<file path="config.mk">
export PLATFORM = sky130hd
export DESIGN_NAME = mem_access_stage
export DESIGN_NICKNAME = d
export VERILOG_FILES = /design/src/rtl/mem_access_stage.sv
export SDC_FILE = /design/constraint.sdc
export NUM_CORES = 2
export LEC_CHECK = 0
export ABC_AREA = 0
export CAP_MARGIN = 5
export CORE_MARGIN = 3
export CORE_UTILIZATION = 30
export DETAILED_ROUTE_END_ITERATION = 6
export DONT_BUFFER_PORTS = 1
export PLACE_DENSITY_LB_ADDON = 0.3
export SLEW_MARGIN = 10
export SYNTH_ARGS = -nofsm -noshare
export SYNTH_HDL_FRONTEND = slang
export SYNTH_SLANG_ARGS = --single-unit
</file>
<file path="constraint.sdc">
create_clock -name clk -period 3.95 [get_ports clk]
set_input_delay 0.9875 -clock clk [delete_from_list [all_inputs] [get_ports clk]]
set_output_delay 0.9875 -clock clk [all_outputs]
set_load 0.02 [all_outputs]
</file>
<file path="src/rtl/mem_access_stage.sv">
// MEM stage: data RAM access, result in 1 cycle (WAIT_CYCLES+1 on loads/stores). Stall holds upstream for WAIT_CYCLES.
// Optional MEM_BOUNDS_CHECK_EN flags and suppresses accesses with nonzero address bits above the RAM index.
module mem_access_stage #(
   parameter int DEPTH       = 64,
   parameter int WAIT_CYCLES = 2
) (
   input  logic        clk,
   input  logic        rst_n,
   input  logic        dataIn_wE_BR,
   input  logic        dataIn_W_ram,
   input  logic        dataIn_R_ram,
   input  logic [0:31] dataIn_DW_alu,
   input  logic [0:31] dataIn_DR2,
   output logic        dataOut_wE_BR,
   output logic [0:31] dataOut_DW,
   output logic        stall
`ifdef MEM_BOUNDS_CHECK_EN
   ,
   output logic        mem_err
`endif
);

   localparam int AW = $clog2(DEPTH);

   typedef enum logic {IDLE, BUSY} state_t;

   state_t        state_q, state_d;
   logic [2:0]    cnt_q, cnt_d;
   logic          we_br_q, we_br_d;
   logic [0:31]   dw_q, dw_d;
`ifdef MEM_BOUNDS_CHECK_EN
   logic          err_q, err_d;
`endif

   logic [0:31]   ram [0:DEPTH-1];
   logic [AW-1:0] idx;
   logic          req;
   logic          done;
   logic          oob;
   logic          ram_we;

   assign idx = dataIn_DW_alu[32-AW:31];
   assign req = dataIn_W_ram | dataIn_R_ram;

`ifdef MEM_BOUNDS_CHECK_EN
   assign oob = req && (dataIn_DW_alu[0:31-AW] != '0);
`else
   assign oob = 1'b0;
`endif

   always_comb begin
      state_d = state_q;
      cnt_d   = cnt_q;
      we_br_d = we_br_q;
      dw_d    = dw_q;
`ifdef MEM_BOUNDS_CHECK_EN
      err_d   = 1'b0;
`endif
      stall   = 1'b0;
      done    = 1'b0;

      case (state_q)
         IDLE: begin
            if (!req || WAIT_CYCLES == 0) begin
               done = 1'b1;
            end else begin
               stall   = 1'b1;
               cnt_d   = 3'(WAIT_CYCLES - 1);
               state_d = BUSY;
               we_br_d = 1'b0;
            end
         end
         BUSY: begin
            if (cnt_q != 3'd0) begin
               stall   = 1'b1;
               cnt_d   = cnt_q - 3'd1;
               we_br_d = 1'b0;
            end else begin
               done    = 1'b1;
               state_d = IDLE;
            end
         end
         default: state_d = IDLE;
      endcase

      // Inputs are only consumed on the completing edge; upstream holds them until then.
      if (done) begin
         we_br_d = dataIn_wE_BR;
`ifdef MEM_BOUNDS_CHECK_EN
         err_d   = oob;
`endif
         if (dataIn_R_ram) begin
            dw_d = oob ? '0 : ram[idx];
         end else begin
            dw_d = dataIn_DW_alu;
         end
      end

      // Reset aborts an access in flight, so upstream must be released at once.
      if (!rst_n) begin
         stall = 1'b0;
      end
   end

   assign ram_we = done && dataIn_W_ram && !oob && rst_n;

   always_ff @(posedge clk or negedge rst_n) begin
      if (!rst_n) begin
         state_q <= IDLE;
         cnt_q   <= 3'd0;
         we_br_q <= 1'b0;
         dw_q    <= '0;
`ifdef MEM_BOUNDS_CHECK_EN
         err_q   <= 1'b0;
`endif
      end else begin
         state_q <= state_d;
         cnt_q   <= cnt_d;
         we_br_q <= we_br_d;
         dw_q    <= dw_d;
`ifdef MEM_BOUNDS_CHECK_EN
         err_q   <= err_d;
`endif
      end
   end

   // Read data is taken combinationally above, so a same-edge write returns the old word.
   always_ff @(posedge clk) begin
      if (ram_we) begin
         ram[idx] <= dataIn_DR2;
      end
   end

   assign dataOut_wE_BR = we_br_q;
   assign dataOut_DW    = dw_q;
`ifdef MEM_BOUNDS_CHECK_EN
   assign mem_err       = err_q;
`endif

endmodule
</file>
# Word-level counts from Yosys, hierarchy flattened
# Memory sizes are Yosys's and may differ from the RTL's.
# Cells that the tools add are included.
[word_totals]
ff_bits = 37
ramBits = 2048
out_inout_bits = 34
elab_cells = 34
mem_count = 1
[mem_list]
columns = ["name", "words", "word_bits", "read_ports", "rd_ports_with_merged_regs", "write_ports", "line", "rtl"]
rows = [
  ["ram", 64, 32, 1, 0, 1, "35", "logic [0:31] ram [0:DEPTH-1];"],
]
[op_classes]
add_sub_neg = 1
eq_ne = 4
muxes = 17
bitwise_logic = 2
reduce_logical = 5
[ops]
columns = ["operator", "count"]
rows = [
  ["$mux 32", 1],
  ["$mux 1", 10],
  ["$mux 3", 2],
  ["$pmux 1 s2", 3],
  ["$pmux 3 s2", 1],
  ["$reduce_and 2->1", 2],
  ["$ne 3x1->1 const B", 1],
  ["$ne 3x3->1 const B", 1],
  ["$reduce_bool 3->1", 1],
  ["$sub 3x1->3 const B", 1],
  ["$logic_and 1x1->1", 2],
  ["$ne 2x1->1 const B", 1],
  ["$ne 2x2->1 const B", 1],
  ["$not 1->1", 1],
  ["$or 1x1->1", 1],
]

# Depth between registers and ports, before layout
[depth]
word_depth = 7
depth_mapped = 12

# Worst setup path before layout
# No wires, ideal clock.
[synth_path]
path_kind = "input to register"
start = "input port dataIn_DW_alu[27] (netlist name)"
end = "memory ram[10][0] (netlist name), enable pin"
setup_ps = 421
arrival_time_ps = 3559
required_ps = 3529
path_slack_ps = -30
cell_stages = 6
cell_sequence = "buf_2 -> or3b_2 -> clkbuf_1 -> buf_2 -> buf_1 -> nor2_1"
[synth_lines]
columns = ["element", "line", "rtl"]
rows = [
  ["start: declaration", "12", "input logic [0:31] dataIn_DW_alu,"],
  ["end: declaration", "35", ""],
]
# No word-level cell before the write port.

# Worst setup path in the final report
[layout_path]
start = "input port dataIn_DW_alu[31] (netlist name)"
end = "register dw_q (netlist bit dataOut_DW[31])"
[layout_via]
elab_chain_cells = 2
[layout_lines]
columns = ["element", "line", "rtl"]
rows = [
  ["$mem_v2 64x32", "-", ""],
  ["$mux 32 *", "92", "if (dataIn_R_ram) begin"],
  ["end signal: assignment", "120", "dw_q <= dw_d;"],
  ["end: declaration", "30", "logic [0:31] dw_q, dw_d;"],
]
# Every way passes the cells marked *; elsewhere a longest branch is shown, timed or not.
# A chain may end at the register's enable or synchronous reset.

==> results_dict.tcl <==
set metrics [dict create \
    synthFlopType "sky130_fd_sc_hd__edfxtp_1" \
    detailed_router_iteration_count_before_antenna_repair 7 \
    place.port_buffers 0 \
    drt_first_iter_violations 7226 \
    routed_wl_um 295000 \
    finish.cell_count_without_fillers 8386 \
    gp_congestion 0.916 \
    timing.reg2reg.worst_path_depth 9 \
    insertion_delay_ps 840 \
    relative_slew_margins_pct -19.1 \
    clkSlewWorstSetupHoldPaths_ps 60 \
    run_status "complete, but fails checks" \
    setup_viol_count_final 0 \
    report.final.slew_viol_count 236 \
    worst_hold_startpoint "dataIn_DR2[21]" \
    rsz0062_at_grt "false" \
    netlist_area_um2 81000 \
    max_freq_mhz 256 \
    count_of_warnings_emitted_by_yosys 0 \
    layout_min_cycle_time_ps 3900 \
    pin_count 103 \
    clkSinkCount 2085 \
    async_reset_ff_share_pct 1.77 \
    grt.overflow.total 0 \
    crit_path_start_kind "input port" \
    cp_data_arrival_time_ps 4610 \
    clockRootBuffer "sky130_fd_sc_hd__clkbuf_16" \
    failed_checks "design-rule violations, max-slew violations" \
    grt_pass1_wl_um 398000 \
    core_region_area_um2 268000 \
    grt_pass1_vias 44959 \
    initial_core_util_pct 30.2 \
    fin_tns_setup_ps 0 \
    power_mw 47.9 \
    timing.critical_path.from "dataIn_DW_alu[31]" \
    r2r_setup_slack_ps 670 \
    finalCritPeriodShare_pct 98.7 \
    timing.setup.critical_path_class "in -> reg" \
    routedWlPerCell_um 35.2 \
    worstMarginPinSlew_ps 1790 \
    yosysUniqueCellTypes 86 \
    reg2reg_from "cnt_q[0]$_DFFE_PN0N_" \
    drc_viols 1 \
    cp-end-kind "register" \
    holdCritPathClass "in -> reg" \
    timing.clock.skew_ps 39.0 \
    number_of_filler_instances_in_the_final_layout 24935 \
    antenna_left 0 \
    core_rows 190 \
    die_width_um 526 \
    yosysSeqAreaShare_pct 77.0 \
    die_y_um 526 \
    pin_count_of_the_biggest_net_entering_global_routing 485 \
    detail_route.vias_per_cell 5.65 \
    final-hold-violation-count 0 \
    final_net_count 4718 \
    p_per_area_nw_per_um2 504 \
    cts.repair_timing.setup_buffer_count 0 \
    maximum_fanout_encountered_on_the_critical_timing_path 399 \
    initial_antenna_violation_count 23 \
    dp.final_hpwl_um 170000 \
    area_growth_pct 17.2 \
    postSynthCellCount 4355 \
    hold_path_depth 0 \
    postLayoutCoreUtil_pct 35.4 \
    number_of_placed_instances_with_taps_included 7979 \
    cap_viol_max_count 0 \
    yosys_register_bits 2085 \
    cts.path.max_buffers 3 \
    cts_htree_levels 4 \
    synthesis.nets 4426 \
    global_route.usage.total_pct 20.7 \
    syn_area_per_cell_um2 18.6 \
    final_layout_size_suffix_gt1_share_pct 24.0 \
    vias 47398 \
    number_of_flops_mapped_to_enable_cells_by_yosys 2048 \
    total_leakage_power_nw 29.7 \
    tritoncts.num_buffers 215 \
    worst_ep_required_time_ps 4670 \
    power.ir.vdd_worst_uv 412 \
    clock_tree_from_tritoncts "done" \
    area_of_the_die_um2 276000 \
]
## state kept, by name, summed over array words and instances (netlist names)
register / flops
cnt_q: 3
ram: 2048
state_q: 1
dataOut_DW: 32
dataOut_wE_BR: 1
## where the power goes
group / total, mW / switching (mW) / internal (mW) / leakage (nW)
clock network: 19.4 / 8.56 / 10.9 / 3.26
logic: 3.37 / 2.16 / 1.21 / 7.64
registers: 25.1 / 0.581 / 24.5 / 18.8
## synth_stat cells, drive strengths merged, types with 6 or more instances
master   number  area [µm²]
a211oi       16         120
a21oi       136         681
a221o        49         490
a221oi      234        2110
a222oi       10         100
a22o         47         412
a22oi       176        1330
a2bb2oi      14         129
a31oi        21         131
and2          6        37.5
and3         13        81.3
buf         221        1560
clkbuf       88         332
dfrtp        37         926
edfxtp     2048       61500
inv           7        28.8
mux2        246        2800
mux2i       158        1580
mux4        129        2910
nand2       131         492
nand2b        7        43.8
nand3        21         105
nor2        154         593
nor2b         7        46.3
nor3         12        65.1
o2111ai       6        52.6
o211ai       13        97.6
o21ai       139         696
o221ai       15         131
o22a          7        61.3
o22ai        83         519
o2bb2ai      13         114
or2           6        37.5
or3          16         100
## stage by stage
stage | cell area [µm²] | setup slack, ps | hold slack, ps
CTS | 94900 | 527 | 189
global placement | 88200 | -280 | 482
detailed placement | 88200 | -222 | 501
global route | 95000 | 317 | 192
finish | 95000 | 50.8 | 241
floorplan | 81000 | -30.1 | 461
## metal layers
layer,up-vias,part of all wire (%),GRT usage [%]
met5,-,0.10,0
met4,10,4.8,8.73
met3,488,10,4.80
met2,2803,45,31.8
met1,25351,40,28.1
li1,18746,-,-
## worst max-delay path: stages
cell and delay [ps]:
sky130_fd_sc_hd__nor2b_4 590, sky130_fd_sc_hd__buf_12 280, sky130_fd_sc_hd__buf_4 190, sky130_fd_sc_hd__a221oi_1 270, sky130_fd_sc_hd__nor3_1 120, sky130_fd_sc_hd__a211oi_1 1010, sky130_fd_sc_hd__o211ai_1 190, sky130_fd_sc_hd__a2bb2oi_1 190
## final cells by class
type	count	area (µm²)	area share, %
timing repair buffer	384	4110	4.32
antenna	9	22.5	0.0237
tap	3552	4440	4.68
clock buffer	274	5650	5.95
clock inverter	121	1010	1.06
sequential	2085	62400	65.7
multi-input combinational	1954	17300	18.2
inverter	7	37.5	0.0395
## cells in the final DEF (no fill, tap or decap), types with 9 or more instances in the layout
| cell | instances |
|---|---|
| sky130_fd_sc_hd__edfxtp_1 | 2048 |
| sky130_fd_sc_hd__buf_4 | 285 |
| sky130_fd_sc_hd__mux2_2 | 234 |
| sky130_fd_sc_hd__a221oi_1 | 224 |
| sky130_fd_sc_hd__clkbuf_16 | 217 |
| sky130_fd_sc_hd__a22oi_1 | 175 |
| sky130_fd_sc_hd__mux2i_1 | 158 |
| sky130_fd_sc_hd__a21oi_1 | 136 |
| sky130_fd_sc_hd__o21ai_0 | 133 |
| sky130_fd_sc_hd__nand2_1 | 131 |
| sky130_fd_sc_hd__mux4_2 | 128 |
| sky130_fd_sc_hd__buf_12 | 96 |
| sky130_fd_sc_hd__nor2_1 | 85 |
| sky130_fd_sc_hd__o22ai_1 | 83 |
| sky130_fd_sc_hd__nor2_4 | 67 |
| sky130_fd_sc_hd__clkbuf_1 | 56 |
| sky130_fd_sc_hd__clkinv_1 | 53 |
| sky130_fd_sc_hd__a221o_1 | 49 |
| sky130_fd_sc_hd__a22o_1 | 47 |
| sky130_fd_sc_hd__clkinv_2 | 40 |
| sky130_fd_sc_hd__dfrtp_1 | 37 |
| sky130_fd_sc_hd__a31oi_1 | 21 |
| sky130_fd_sc_hd__nand3_1 | 20 |
| sky130_fd_sc_hd__or3_1 | 16 |
| sky130_fd_sc_hd__a211oi_1 | 16 |
| sky130_fd_sc_hd__o221ai_1 | 15 |
| sky130_fd_sc_hd__and3_1 | 13 |
| sky130_fd_sc_hd__o211ai_1 | 13 |
| sky130_fd_sc_hd__a2bb2oi_1 | 13 |
| sky130_fd_sc_hd__o2bb2ai_1 | 13 |
| sky130_fd_sc_hd__bufinv_16 | 12 |
| sky130_fd_sc_hd__a221oi_2 | 10 |
| sky130_fd_sc_hd__a222oi_1 | 10 |
| sky130_fd_sc_hd__diode_2 | 9 |
| sky130_fd_sc_hd__nor3_1 | 9 |
| sky130_fd_sc_hd__mux2_4 | 9 |
## timing repair
| action | in CTS | in global routing |
|---|---|---|
| endpoints found under the hold margin | 37 | 0 |
| gates resized for setup | 0 | 0 |
| hold buffers | 2 | 0 |
## kinds of logic after synthesis
family | share of synthesized area (%)
flip-flops | 77.0
AO/OA/AOI/OAI | 9.29
multiplexers | 9.00
AND/OR/NAND/NOR | 2.28
buffers and inverters | 2.37
adder cells (fa/ha/maj) | 0.0309
## worst paths after layout
path | end
min in group asynchronous | cnt_q[1]$_DFFE_PN0N_
max in group asynchronous | dataOut_DW[6]$_DFFE_PN0P_
worst min-delay path | ram[29][10]$_DFFE_PP_
worst min register to register | cnt_q[0]$_DFFE_PN0N_
worst max register to register | dataOut_DW[10]$_DFFE_PN0P_
worst max-delay path | dataOut_DW[31]$_DFFE_PN0P_
(Power assumes the default switching activity.)
